<file path="src/rtl/mac_ctrl_pkg.sv">
// mac_ctrl_pkg: shared types and default widths for the MAC array sequencer.
//   state_t   - controller FSM states
//   DEF_*     - default lane count, operand/accumulator/length widths, array latency
//   cnt_w()   - width needed to hold values 0..n-1 (at least 1 bit)
package mac_ctrl_pkg;

  localparam int DEF_LANES   = 8;
  localparam int DEF_DW      = 8;
  localparam int DEF_ACC_W   = 16;
  localparam int DEF_LEN_W   = 8;
  localparam int DEF_MAC_LAT = 1;

  typedef enum logic [2:0] {
    IDLE,
    CLEAR,
    STREAM,
    DRAIN,
    RESULT
  } state_t;

  function automatic int cnt_w(input int n);
    return (n < 2) ? 1 : $clog2(n);
  endfunction

endpackage

</file>
<file path="src/rtl/mac_array_seq_ctrl_if.sv">
// mac_array_seq_ctrl_if: operand stream (upstream -> controller) and result
// stream (controller -> downstream), both valid/ready.
//   master - environment side: drives operand beats and result ready
//   slave  - controller side: drives in_ready and the result channel
interface mac_array_seq_ctrl_if
  import mac_ctrl_pkg::*;
#(
  parameter int LANES = DEF_LANES,
  parameter int DW    = DEF_DW,
  parameter int ACC_W = DEF_ACC_W
) ();

  logic                   in_valid;
  logic                   in_ready;
  logic [LANES*DW-1:0]    in_a;
  logic [LANES*DW-1:0]    in_b;
  logic                   res_valid;
  logic                   res_ready;
  logic [LANES*ACC_W-1:0] res_data;

  modport master (
    output in_valid, in_a, in_b, res_ready,
    input  in_ready, res_valid, res_data
  );

  modport slave (
    input  in_valid, in_a, in_b, res_ready,
    output in_ready, res_valid, res_data
  );

endinterface

</file>
<file path="src/rtl/mac_beat_counter.sv">
// mac_beat_counter: loadable down-counter.
//   clk, rst  - clock, asynchronous active-high reset (count -> 0)
//   load      - load load_val (wins over dec)
//   dec       - decrement by one; holds at zero
//   count     - current value
//   zero      - count == 0
module mac_beat_counter #(
  parameter int W = 8
) (
  input  logic         clk,
  input  logic         rst,
  input  logic         load,
  input  logic [W-1:0] load_val,
  input  logic         dec,
  output logic [W-1:0] count,
  output logic         zero
);

  always_ff @(posedge clk or posedge rst) begin
    if (rst)                     count <= '0;
    else if (load)               count <= load_val;
    else if (dec && count != '0) count <= count - W'(1);
  end

  assign zero = (count == '0);

endmodule

</file>
<file path="src/rtl/mac_array_seq_ctrl.sv">
// mac_array_seq_ctrl: sequencer for the MAC lane array.
// Takes a job length on start, clears the accumulators, streams len operand
// beats into the array, waits out the array latency, captures all lane
// accumulators and offers them downstream.
//   clk, rst       - clock, asynchronous active-high reset
//   start, len     - job request (sampled only in IDLE) and beat count
//   abort          - cancel current job / drop pending result
//   busy           - any state other than IDLE
//   bus (slave)    - operand stream in, result stream out
//   mac_clr/mac_en - accumulator clear / accumulate enable to the array
//   mac_a, mac_b   - registered lane operands to the array
//   mac_out        - lane accumulators from the array
module mac_array_seq_ctrl
  import mac_ctrl_pkg::*;
#(
  parameter int LANES   = DEF_LANES,
  parameter int DW      = DEF_DW,
  parameter int ACC_W   = DEF_ACC_W,
  parameter int LEN_W   = DEF_LEN_W,
  parameter int MAC_LAT = DEF_MAC_LAT
) (
  input  logic                   clk,
  input  logic                   rst,
  input  logic                   start,
  input  logic [LEN_W-1:0]       len,
  input  logic                   abort,
  output logic                   busy,
  mac_array_seq_ctrl_if.slave    bus,
  output logic                   mac_clr,
  output logic                   mac_en,
  output logic [LANES*DW-1:0]    mac_a,
  output logic [LANES*DW-1:0]    mac_b,
  input  logic [LANES*ACC_W-1:0] mac_out
);

  // Drain counter runs MAC_LAT..0, i.e. MAC_LAT+1 DRAIN cycles.
  localparam int DRN_W = cnt_w(MAC_LAT + 1);

  state_t state, state_n;

  logic                   accept;
  logic                   beat_load, drain_load, capture;
  logic [LEN_W-1:0]       beat_cnt;
  logic                   beat_zero;
  logic [DRN_W-1:0]       drain_cnt_unused;
  logic                   drain_zero;
  logic [LANES*ACC_W-1:0] res_q;

  // Abort masks ready so a cancelled job never consumes the beat on offer.
  assign bus.in_ready  = (state == STREAM) && !abort;
  assign accept        = bus.in_ready && bus.in_valid;
  assign bus.res_valid = (state == RESULT);
  assign bus.res_data  = res_q;
  assign busy          = (state != IDLE);
  assign mac_clr       = (state == CLEAR);

  mac_beat_counter #(.W(LEN_W)) u_beat_cnt (
    .clk      (clk),
    .rst      (rst),
    .load     (beat_load),
    .load_val (len),
    .dec      (accept),
    .count    (beat_cnt),
    .zero     (beat_zero)
  );

  mac_beat_counter #(.W(DRN_W)) u_drain_cnt (
    .clk      (clk),
    .rst      (rst),
    .load     (drain_load),
    .load_val (DRN_W'(MAC_LAT)),
    .dec      (state == DRAIN),
    .count    (drain_cnt_unused),
    .zero     (drain_zero)
  );

  always_ff @(posedge clk or posedge rst) begin
    if (rst) state <= IDLE;
    else     state <= state_n;
  end

  always_comb begin
    state_n    = state;
    beat_load  = 1'b0;
    drain_load = 1'b0;
    capture    = 1'b0;
    unique case (state)
      IDLE: begin
        if (start) begin
          beat_load = 1'b1;
          state_n   = CLEAR;
        end
      end
      CLEAR: begin
        if (abort) state_n = IDLE;
        else if (beat_zero) begin
          // Empty job: skip streaming, result is the cleared accumulators.
          drain_load = 1'b1;
          state_n    = DRAIN;
        end else state_n = STREAM;
      end
      STREAM: begin
        if (abort) state_n = IDLE;
        else if (accept && beat_cnt == LEN_W'(1)) begin
          drain_load = 1'b1;
          state_n    = DRAIN;
        end
      end
      DRAIN: begin
        if (abort) state_n = IDLE;
        else if (drain_zero) begin
          capture = 1'b1;
          state_n = RESULT;
        end
      end
      RESULT: begin
        if (abort || bus.res_ready) state_n = IDLE;
      end
      default: state_n = IDLE;
    endcase
  end

  // Operands are registered on acceptance; mac_en marks the cycle they are
  // valid at the array, so it trails each accepted beat by one cycle.
  always_ff @(posedge clk or posedge rst) begin
    if (rst) begin
      mac_en <= 1'b0;
      mac_a  <= '0;
      mac_b  <= '0;
    end else begin
      mac_en <= accept;
      if (accept) begin
        mac_a <= bus.in_a;
        mac_b <= bus.in_b;
      end
    end
  end

  // Result holds across the handshake until the next job captures.
  always_ff @(posedge clk or posedge rst) begin
    if (rst)          res_q <= '0;
    else if (capture) res_q <= mac_out;
  end

endmodule

</file>
<file path="src/flat_wrapper.sv">
// flat-port wrapper written by rule: the top's interface ports become plain ports
module mac_array_seq_ctrl_flat import mac_ctrl_pkg::*;
#(
  parameter int LANES   = DEF_LANES,
  parameter int DW      = DEF_DW,
  parameter int ACC_W   = DEF_ACC_W,
  parameter int LEN_W   = DEF_LEN_W,
  parameter int MAC_LAT = DEF_MAC_LAT
)
  (clk, rst, start, len, abort, busy, mac_clr, mac_en, mac_a, mac_b, mac_out, bus_in_valid, bus_in_a, bus_in_b, bus_res_ready, bus_in_ready, bus_res_valid, bus_res_data);
  mac_array_seq_ctrl_if #(.LANES(LANES), .DW(DW), .ACC_W(ACC_W)) bus_i ();
  input  logic clk;
  input  logic rst;
  input  logic start;
  input  logic [LEN_W-1:0] len;
  input  logic abort;
  output logic busy;
  output logic mac_clr;
  output logic mac_en;
  output logic [LANES*DW-1:0] mac_a;
  output logic [LANES*DW-1:0] mac_b;
  input  logic [LANES*ACC_W-1:0] mac_out;
  input wire logic [$bits(bus_i.in_valid)-1:0] bus_in_valid;
  input wire logic [$bits(bus_i.in_a)-1:0] bus_in_a;
  input wire logic [$bits(bus_i.in_b)-1:0] bus_in_b;
  input wire logic [$bits(bus_i.res_ready)-1:0] bus_res_ready;
  output wire logic [$bits(bus_i.in_ready)-1:0] bus_in_ready;
  output wire logic [$bits(bus_i.res_valid)-1:0] bus_res_valid;
  output wire logic [$bits(bus_i.res_data)-1:0] bus_res_data;
  assign bus_i.in_valid = bus_in_valid;
  assign bus_i.in_a = bus_in_a;
  assign bus_i.in_b = bus_in_b;
  assign bus_i.res_ready = bus_res_ready;
  assign bus_in_ready = bus_i.in_ready;
  assign bus_res_valid = bus_i.res_valid;
  assign bus_res_data = bus_i.res_data;
  mac_array_seq_ctrl #(.LANES(LANES), .DW(DW), .ACC_W(ACC_W), .LEN_W(LEN_W), .MAC_LAT(MAC_LAT)) u_core (.clk(clk), .rst(rst), .start(start), .len(len), .abort(abort), .busy(busy), .bus(bus_i), .mac_clr(mac_clr), .mac_en(mac_en), .mac_a(mac_a), .mac_b(mac_b), .mac_out(mac_out));
endmodule
</file>
<file path="config.mk">
export PLATFORM = sky130hd
export DESIGN_NAME = mac_array_seq_ctrl_flat
export DESIGN_NICKNAME = d
export VERILOG_FILES = /design/src/rtl/mac_ctrl_pkg.sv /design/src/rtl/mac_array_seq_ctrl_if.sv /design/src/rtl/mac_beat_counter.sv /design/src/rtl/mac_array_seq_ctrl.sv /design/src/flat_wrapper.sv
export SDC_FILE = /design/constraint.sdc
export NUM_CORES = 1
export LEC_CHECK = 0
export ABC_CLOCK_PERIOD_IN_PS = 18500
export BUFFER_PORTS_ARGS = -buffer_cell sky130_fd_sc_hd__buf_2
export CAP_MARGIN = 15
export CORE_AREA = 2 2 205 207
export DETAILED_ROUTE_END_ITERATION = 12
export DIE_AREA = 0 0 207 209
export PLACE_DENSITY = 0.5
export SLEW_MARGIN = 0
export SYNTH_ARGS = -nofsm -noshare
export SYNTH_HDL_FRONTEND = slang
export SYNTH_SLANG_ARGS = --single-unit
</file>
<file path="constraint.sdc">
create_clock -name clk -period 18.5 [get_ports clk]
set_input_delay 0.925 -clock clk [delete_from_list [all_inputs] [get_ports clk]]
set_output_delay 0.925 -clock clk [all_outputs]
set_load 0.005 [all_outputs]
</file>
==> summary.md, run 1 <==
| Metric | Value |
|---|---|
| Period minus WS final | 3.39 ns |
| Hold-fix buffers, CTS | 0 |
| Lkg Pwr | 7.95 nW |
| Area after DPL | 13500 um2 |
| Pwr dens | 167 nW/um2 |
| Clock transition at the registers of the reported paths | 0.06 ns |
| CTS root buf | clkbuf_16 |
| Final setup fails | 0 |
| Vias per cell | 4.13 |
| Detail Route Antenna Nets | 0 |
| Routed wire per std cell | 16.1 um |
| Worst Skew | 0.0106 ns |
| Initial antenna violation count | 8 |
| Layout net count | 1696 |
| Initial DRC Count | 283 |
| Share of layout cells above drive strength 1 | 49.9% |
| Status | completed |
| Post-route design area | 14500 um2 |
| TritonCTS Buffers | 31 |
| Post-CTS Resized | 0 |
| WS Path Type | in -> reg |
| Post-CTS Setup Inserts | 0 |
| Synth Instances | 897 |
| Area grow syn2layout | 41.2% |
| Final worst path period share | 18.3% |
| Chip height | 209 um |
| Largest net degree at the start of global routing | 91 |
| Slew Limit Fails | 0 |
| Crit path cell chain | buf_2 > or4b_4 > inv_2 > nand2_4 > inv_4 > buf_4 > nand2_1 > nand2_1 |
| IO buf count | 530 |
| Vias in the first global route | 8456 |
| Drt pass-1 iters | 4 |
| Req. time, crit path | 19.00 ns |
| Largest cells by area after synthesis | dfrtp_1 66%, nand2_1 15%, mux2_2 14%, buf_2 1.8%, xor2_1 0.43% |
| Core ar. | 41300 um2 |
| Gr usage total | 14.2% |
| Unique masters post-synth | 35 |
| First-pass GRT wire length | 49.1 mm |
| Post-route setup TNS | 0 ns |
| RSZ-0062 raised after global routing | false |
| Max Cap Viol | 0 |
| Hold WC Path Type | in -> async |
| Most frequent cells in the layout | 530 x buf_2, 395 x nand2_1, 269 x dfrtp_1 |
| Mean Syn Cell Area | 11.4 um2 |
| Min Hold Slack | 0.411 ns |
| Remaining Overflow, GRT | 0 |
| Crit path capture type | flip-flop |
| Finished Core Util | 35.1% |
| Leading area contributor after synthesis | dfrtp_1 |
| Max incr delay on CP | 0.81 ns |
| Most common cell on crit path | nand2_1 |
| Die ar. | 43300 um2 |
| Design Power | 2.42 mW |
| GPL Wtd Cong | 0.769 |
| Clock Latency Late Sink | 0.56 ns |
| Peak Freq | 0.295 GHz |
| Worst-Margin Slew | 1.18 ns |
| CTS tree | built |
| Final Hold Fails | 0 |
| CP arrival | 3.89 ns |
| Fill count | 4248 |
| Die width | 207 um |
| Slew headroom | 21.6% |
| Dpl hpwl | 23.7 mm |
| Setup ws final | 15.11 ns |
| Initial core utilization | 24.9% |
| Synth warn | 0 |
| Commonest non-fill, non-tap cell in the layout | buf_2 |
| Setup crit start kind | input pin |
| Register area share after synthesis | 65.6% |
| Slowest cell on crit path | buf_4 |
| Worst reg2reg startpoint | u_core.state[2]$_DFFE_PP0P_ |
| Clock sinks | 269 |
| Mapped Area | 10300 um2 |
| Fin cells | 1988 |
| Site Rows | 75 |
| Routed WL | 32.1 mm |
| Longest Clk Path Bufs | 3 |
| CTS H-Tree Depth | 1 |
| Critical path origin | abort |
| Crit path max fanout | 90 |
| IO Pins | 531 |
| Dpl cells | 1929 |
| FF+latch count, synth | 269 |
| DR vias | 8214 |
| Peak VDD IR | 0.0722 mV |
| Drc violations | 0 |
| Place WS | 14.37 ns |
| Share of the synthesized area in the top cell type | 65.6% |
| Syn nets | 1170 |
[cells in the mapped netlist]
| cell | instances |
|---|---|
| nor3_1 | 1 |
| a221oi_1 | 1 |
| o21ai_1 | 6 |
| inv_2 | 2 |
| buf_4 | 1 |
| xor2_1 | 5 |
| o21ai_0 | 2 |
| a32oi_1 | 1 |
| or3_2 | 1 |
| nor4_1 | 1 |
| nand2b_1 | 1 |
| a32o_1 | 1 |
| a21o_1 | 1 |
| nand3b_1 | 1 |
| o311ai_0 | 1 |
| nand4b_1 | 1 |
| nand2_1 | 397 |
| a311oi_1 | 1 |
| dfrtp_1 | 269 |
| mux2_2 | 128 |
| o31ai_1 | 2 |
| buf_2 | 37 |
| xnor2_1 | 1 |
| nor2_1 | 11 |
| ha_1 | 3 |
| nor3b_1 | 1 |
| a211oi_4 | 1 |
| nand4_1 | 3 |
| or2b_1 | 1 |
| and2_1 | 1 |
| clkbuf_1 | 5 |
| nand3_1 | 1 |
| a21oi_1 | 1 |
| or4b_4 | 1 |
| inv_1 | 6 |
[kinds of logic after synthesis]
family | after synthesis | share of synthesized area, %
compound gates | 18 | 1.29
xor+xnor | 6 | 0.512
fa+ha+maj | 3 | 0.366
buf+inv | 51 | 2.35
flops | 269 | 65.6
mux | 128 | 14.0
simple gates | 422 | 15.9
[registers in the layout, indices dropped and copies added, names as in the netlist]
register	cells
u_core.state	3
u_core.mac_a	64
u_core.bus.res_data	128
u_core.u_drain_cnt.count	1
u_core.mac_en	1
u_core.mac_b	64
u_core.u_beat_cnt.count	8
[final timing paths]
| path | to | slack [ns] | depth (start not counted) |
|---|---|---|---|
| setup / recovery | u_core.mac_a[23]$_DFFE_PP0N_ | 15.11 | 8 |
| hold / removal | u_core.bus.res_data[21]$_DFFE_PP0P_ | 0.41 | 2 |
| setup reg to reg | u_core.mac_a[23]$_DFFE_PP0N_ | 15.14 | 7 |
| hold reg to reg | u_core.mac_b[9]$_DFFE_PP0N_ | 0.47 | 2 |
| max in group asynchronous | u_core.state[1]$_DFFE_PP0P_ | 15.89 | 4 |
| min in group clk | u_core.mac_b[9]$_DFFE_PP0N_ | 0.47 | 2 |
[metal layers]
metal | share of wire, % | wire length, um | vias to the layer above | track usage [%]
met1 | 41 | 13200 | 3875 | 17.4
met3 | 8.1 | 2590 | 56 | 4.18
li1 | - | - | 3923 | -
met4 | 2.2 | 694 | 2 | 3.97
met5 | 0.022 | 7 | - | 0
met2 | 49 | 15600 | 358 | 24.4
[worst max-delay path, delay by kind of cell]
kind / cells / cell delay [ns]
AND/OR/NAND/NOR: 4 / 1.18
buffers and inverters: 4 / 1.62
[where the power goes]
group	switching, mW	internal [mW]
clock	0.248	0.374
sequential	0.148	0.876
combinational	0.369	0.402
total	0.766	1.65
[final cells by class]
| type | instances | area [um2] | share of cell area [%] |
|---|---|---|---|
| Sequential cell | 269 | 6730 | 46.4 |
| Inverter | 8 | 40.0 | 0.276 |
| Clock buffer | 44 | 885 | 6.10 |
| Tap cell | 539 | 674 | 4.65 |
| Antenna cell | 1 | 2.50 | 0.0173 |
| Multi-Input combinational cell | 577 | 3310 | 22.8 |
| Clock inverter | 14 | 155 | 1.07 |
| Timing Repair Buffer | 536 | 2700 | 18.6 |
Note: power is estimated with default switching activity, not from simulation.
==> run 2: changes to the inputs <==
--- a/config.mk
+++ b/config.mk
@@ -5,13 +5,13 @@
 export SDC_FILE = /design/constraint.sdc
 export NUM_CORES = 1
 export LEC_CHECK = 0
-export ABC_CLOCK_PERIOD_IN_PS = 18500
+export ABC_CLOCK_PERIOD_IN_PS = 3000
 export BUFFER_PORTS_ARGS = -buffer_cell sky130_fd_sc_hd__buf_2
 export CAP_MARGIN = 15
-export CORE_AREA = 2 2 205 207
+export CORE_AREA = 2 2 204 206
 export DETAILED_ROUTE_END_ITERATION = 12
-export DIE_AREA = 0 0 207 209
-export PLACE_DENSITY = 0.5
+export DIE_AREA = 0 0 206 208
+export PLACE_DENSITY = 0.53
 export SLEW_MARGIN = 0
 export SYNTH_ARGS = -nofsm -noshare
 export SYNTH_HDL_FRONTEND = slang
==> constraint.sdc (replaced) <==
create_clock -name clk -period 3 [get_ports clk]
set_input_delay 0.15 -clock clk [delete_from_list [all_inputs] [get_ports clk]]
set_output_delay 0.15 -clock clk [all_outputs]
set_load 0.005 [all_outputs]
==> run 2 against run 1 <==
Net effect:
- core utilization increased by 7.7 points
- via count up 14%
- total power grew to 6.4 times the previous value
- largest cell class unchanged
- non-clock buffer count grew 282
- first-iteration DRC count up 22%
- sequential share of layout area shrank 7.7 points
==> summary.md, run 2 (synthesis gave the netlist of run 1 again) <==
| Metric | Value |
|---|---|
| IO Pins | 531 (unchanged) |
| Initial DRC Count | 346 (+22%) |
| Routed wire per std cell | 15.3 um (-5.2%) |
| Clock sinks | 269 (unchanged) |
| Hold WC Path Type | in -> reg |
| Most frequent cells in the layout | 530 x buf_2, 395 x nand2_1, 269 x dfrtp_1 |
| Final worst path period share | 69.1% |
| Number of flip-flops in the largest register | 128 (unchanged) |
| IO buf count | 530 (unchanged) |
| Layout net count | 1978 (+17%) |
| Final setup fails | 0 (unchanged) |
| Detail Route Antenna Nets | 0 (unchanged) |
| Gr usage total | 15.5% (+1.3 points) |
| Pwr dens | 886 nW/um2 (+430%) |
| Clock transition at the registers of the reported paths | 0.06 ns (about the same) |
| DR vias | 9368 (+14%) |
| Post-route design area | 17400 um2 (+20%) |
| Die width | 206 um (-0.48%) |
| Lkg Pwr | 9.17 nW (+15%) |
| # diodes | 0 (-1) |
| Chip height | 208 um (-0.48%) |
| Final Hold Fails | 0 (unchanged) |
| Crit path capture type | flip-flop |
| Worst-Margin Slew | 0.918 ns (-0.259 ns) |
| Commonest non-fill, non-tap cell in the layout | buf_2 |
| Area after DPL | 13600 um2 (+1.3%) |
| Remaining Overflow, GRT | 0 (unchanged) |
| CTS root buf | clkbuf_16 |
| WS Path Type | reg -> reg |
| Core ar. | 40600 um2 (-1.8%) |
| Share of layout cells above drive strength 1 | 42.3% (-7.7 points) |
| TritonCTS Buffers | 31 (unchanged) |
| First-pass GRT wire length | 53.2 mm (+8.4%) |
| Status | completed |
| Req. time, crit path | 3.44 ns (-15.56 ns) |
| Die ar. | 42800 um2 (-0.96%) |
| Drc violations | 0 (unchanged) |
| Vias in the first global route | 10.1k (+19%) |
| Period minus WS final | 2.07 ns |
| GPL Wtd Cong | 0.756 (-1.7%) |
| Initial antenna violation count | 0 (-8) |
| Dpl hpwl | 23.4 mm (-1.5%) |
| Clock Latency Late Sink | 0.56 ns (about the same) |
| Site Rows | 74 (-1.3%) |
| Slew Limit Fails | 0 (unchanged) |
| CTS tree | built |
| Peak Freq | 0.483 GHz |
| Slew headroom | 38.7% (+17 points) |
| Peak VDD IR | 0.511 mV (+610%) |
| Vias per cell | 4.14 (+0.23%) |
| Longest Clk Path Bufs | 3 (unchanged) |
| CP arrival | 2.51 ns (-1.38 ns) |
| Crit path max fanout | 65 (-28%) |
| Worst Skew | 0.00738 ns (-0.00324 ns) |
| Drt pass-1 iters | 4 (unchanged) |
| Area grow syn2layout | 69.3% |
| CTS H-Tree Depth | 1 (unchanged) |
| Largest net degree at the start of global routing | 70 (-23%) |
| Min Hold Slack | 0.0886 ns (-0.322 ns) |
| Max Cap Viol | 0 (unchanged) |
| Setup crit start kind | flip-flop |
| Initial core utilization | 25.3% (+0.45 points) |
| Routed WL | 34.6 mm (+7.9%) |
| RSZ-0062 raised after global routing | false |
run 2: cell count changes in the layout (fill, tap and decap cells not counted), sizes merged:
cell         delta
buf            +14
bufinv          +1
clkbuf          +7
clkinv          -6
diode           -1
dlygate4sd3   +268
inv             -2
run 2: layout make-up:
type	instances	area, um2
fillers	3816	23200
flip-flops and latches	269	6730
repair buffers	818	5570
multi-input cells	577	3310
clock buffers	51	921
well taps	532	666
clock inverters	7	143
inverters	8	36.3
run 2: worst paths after layout:
path                                                    from                                  end  slack [ns]  depth (start not counted)
min in group asynchronous                                rst  u_core.bus.res_data[74]$_DFFE_PP0P_        0.34                          3
worst max register to register   u_core.state[2]$_DFFE_PP0P_  u_core.bus.res_data[77]$_DFFE_PP0P_        0.93                          5
worst min-delay path                                   start          u_core.state[0]$_DFFE_PP0P_        0.09                          4
worst min register to register  u_core.mac_b[55]$_DFFE_PP0N_         u_core.mac_b[55]$_DFFE_PP0N_        0.47                          2
max in group asynchronous                                rst         u_core.mac_a[44]$_DFFE_PP0N_        1.83                          4
worst max-delay path             u_core.state[2]$_DFFE_PP0P_  u_core.bus.res_data[77]$_DFFE_PP0P_        0.93                          5
run 2: per-stage QoR:
stage               utilization [%]  TNS [ns]  setup WS, ns  instances  total power, mW
floorplan                         -   -189.23        -0.703        897             8.59
global placement               33.6         0          1.02       1936             11.2
CTS                            42.9         0         0.937       2262             15.6
detailed placement             33.6         0         0.977       1936             11.3
finish                         42.9         0         0.928       2262             15.4
global route                   42.9         0         0.813       2262             16.5
run 2: per-layer routing:
metal  vias to the layer above  track usage [%]  wire [um]
met4                         0             6.18       1260
met2                       379             28.4      17200
met3                        79             3.57       2690
met5                         -                0          0
met1                      4419             17.3      13500
li1                       4491                -          -
run 2: report_power, final:
| part | switching [mW] | internal (mW) | total [mW] | leakage [nW] |
|---|---|---|---|---|
| sequential | 0.927 | 5.41 | 6.33 | 3.34 |
| combinational | 2.40 | 2.76 | 5.15 | 5.31 |
| clock | 1.49 | 2.42 | 3.91 | 0.517 |
| total | 4.82 | 10.6 | 15.4 | 9.17 |
run 2: worst max-delay path, cell delays in order (launching register included):
cell and delay [ns]:
dfrtp_1 0.41, nand2b_1 0.20, nor2_1 0.29, nand2_4 0.34
buf_12 0.32, mux2_2 0.33
run 2: repair_timing:
| item | CTS | global route |
|---|---|---|
| endpoints found under the hold margin | 286 | 0 |
| gates resized for setup | 0 | 0 |
| setup buffers | 0 | 0 |
| hold buffers | 268 | 0 |
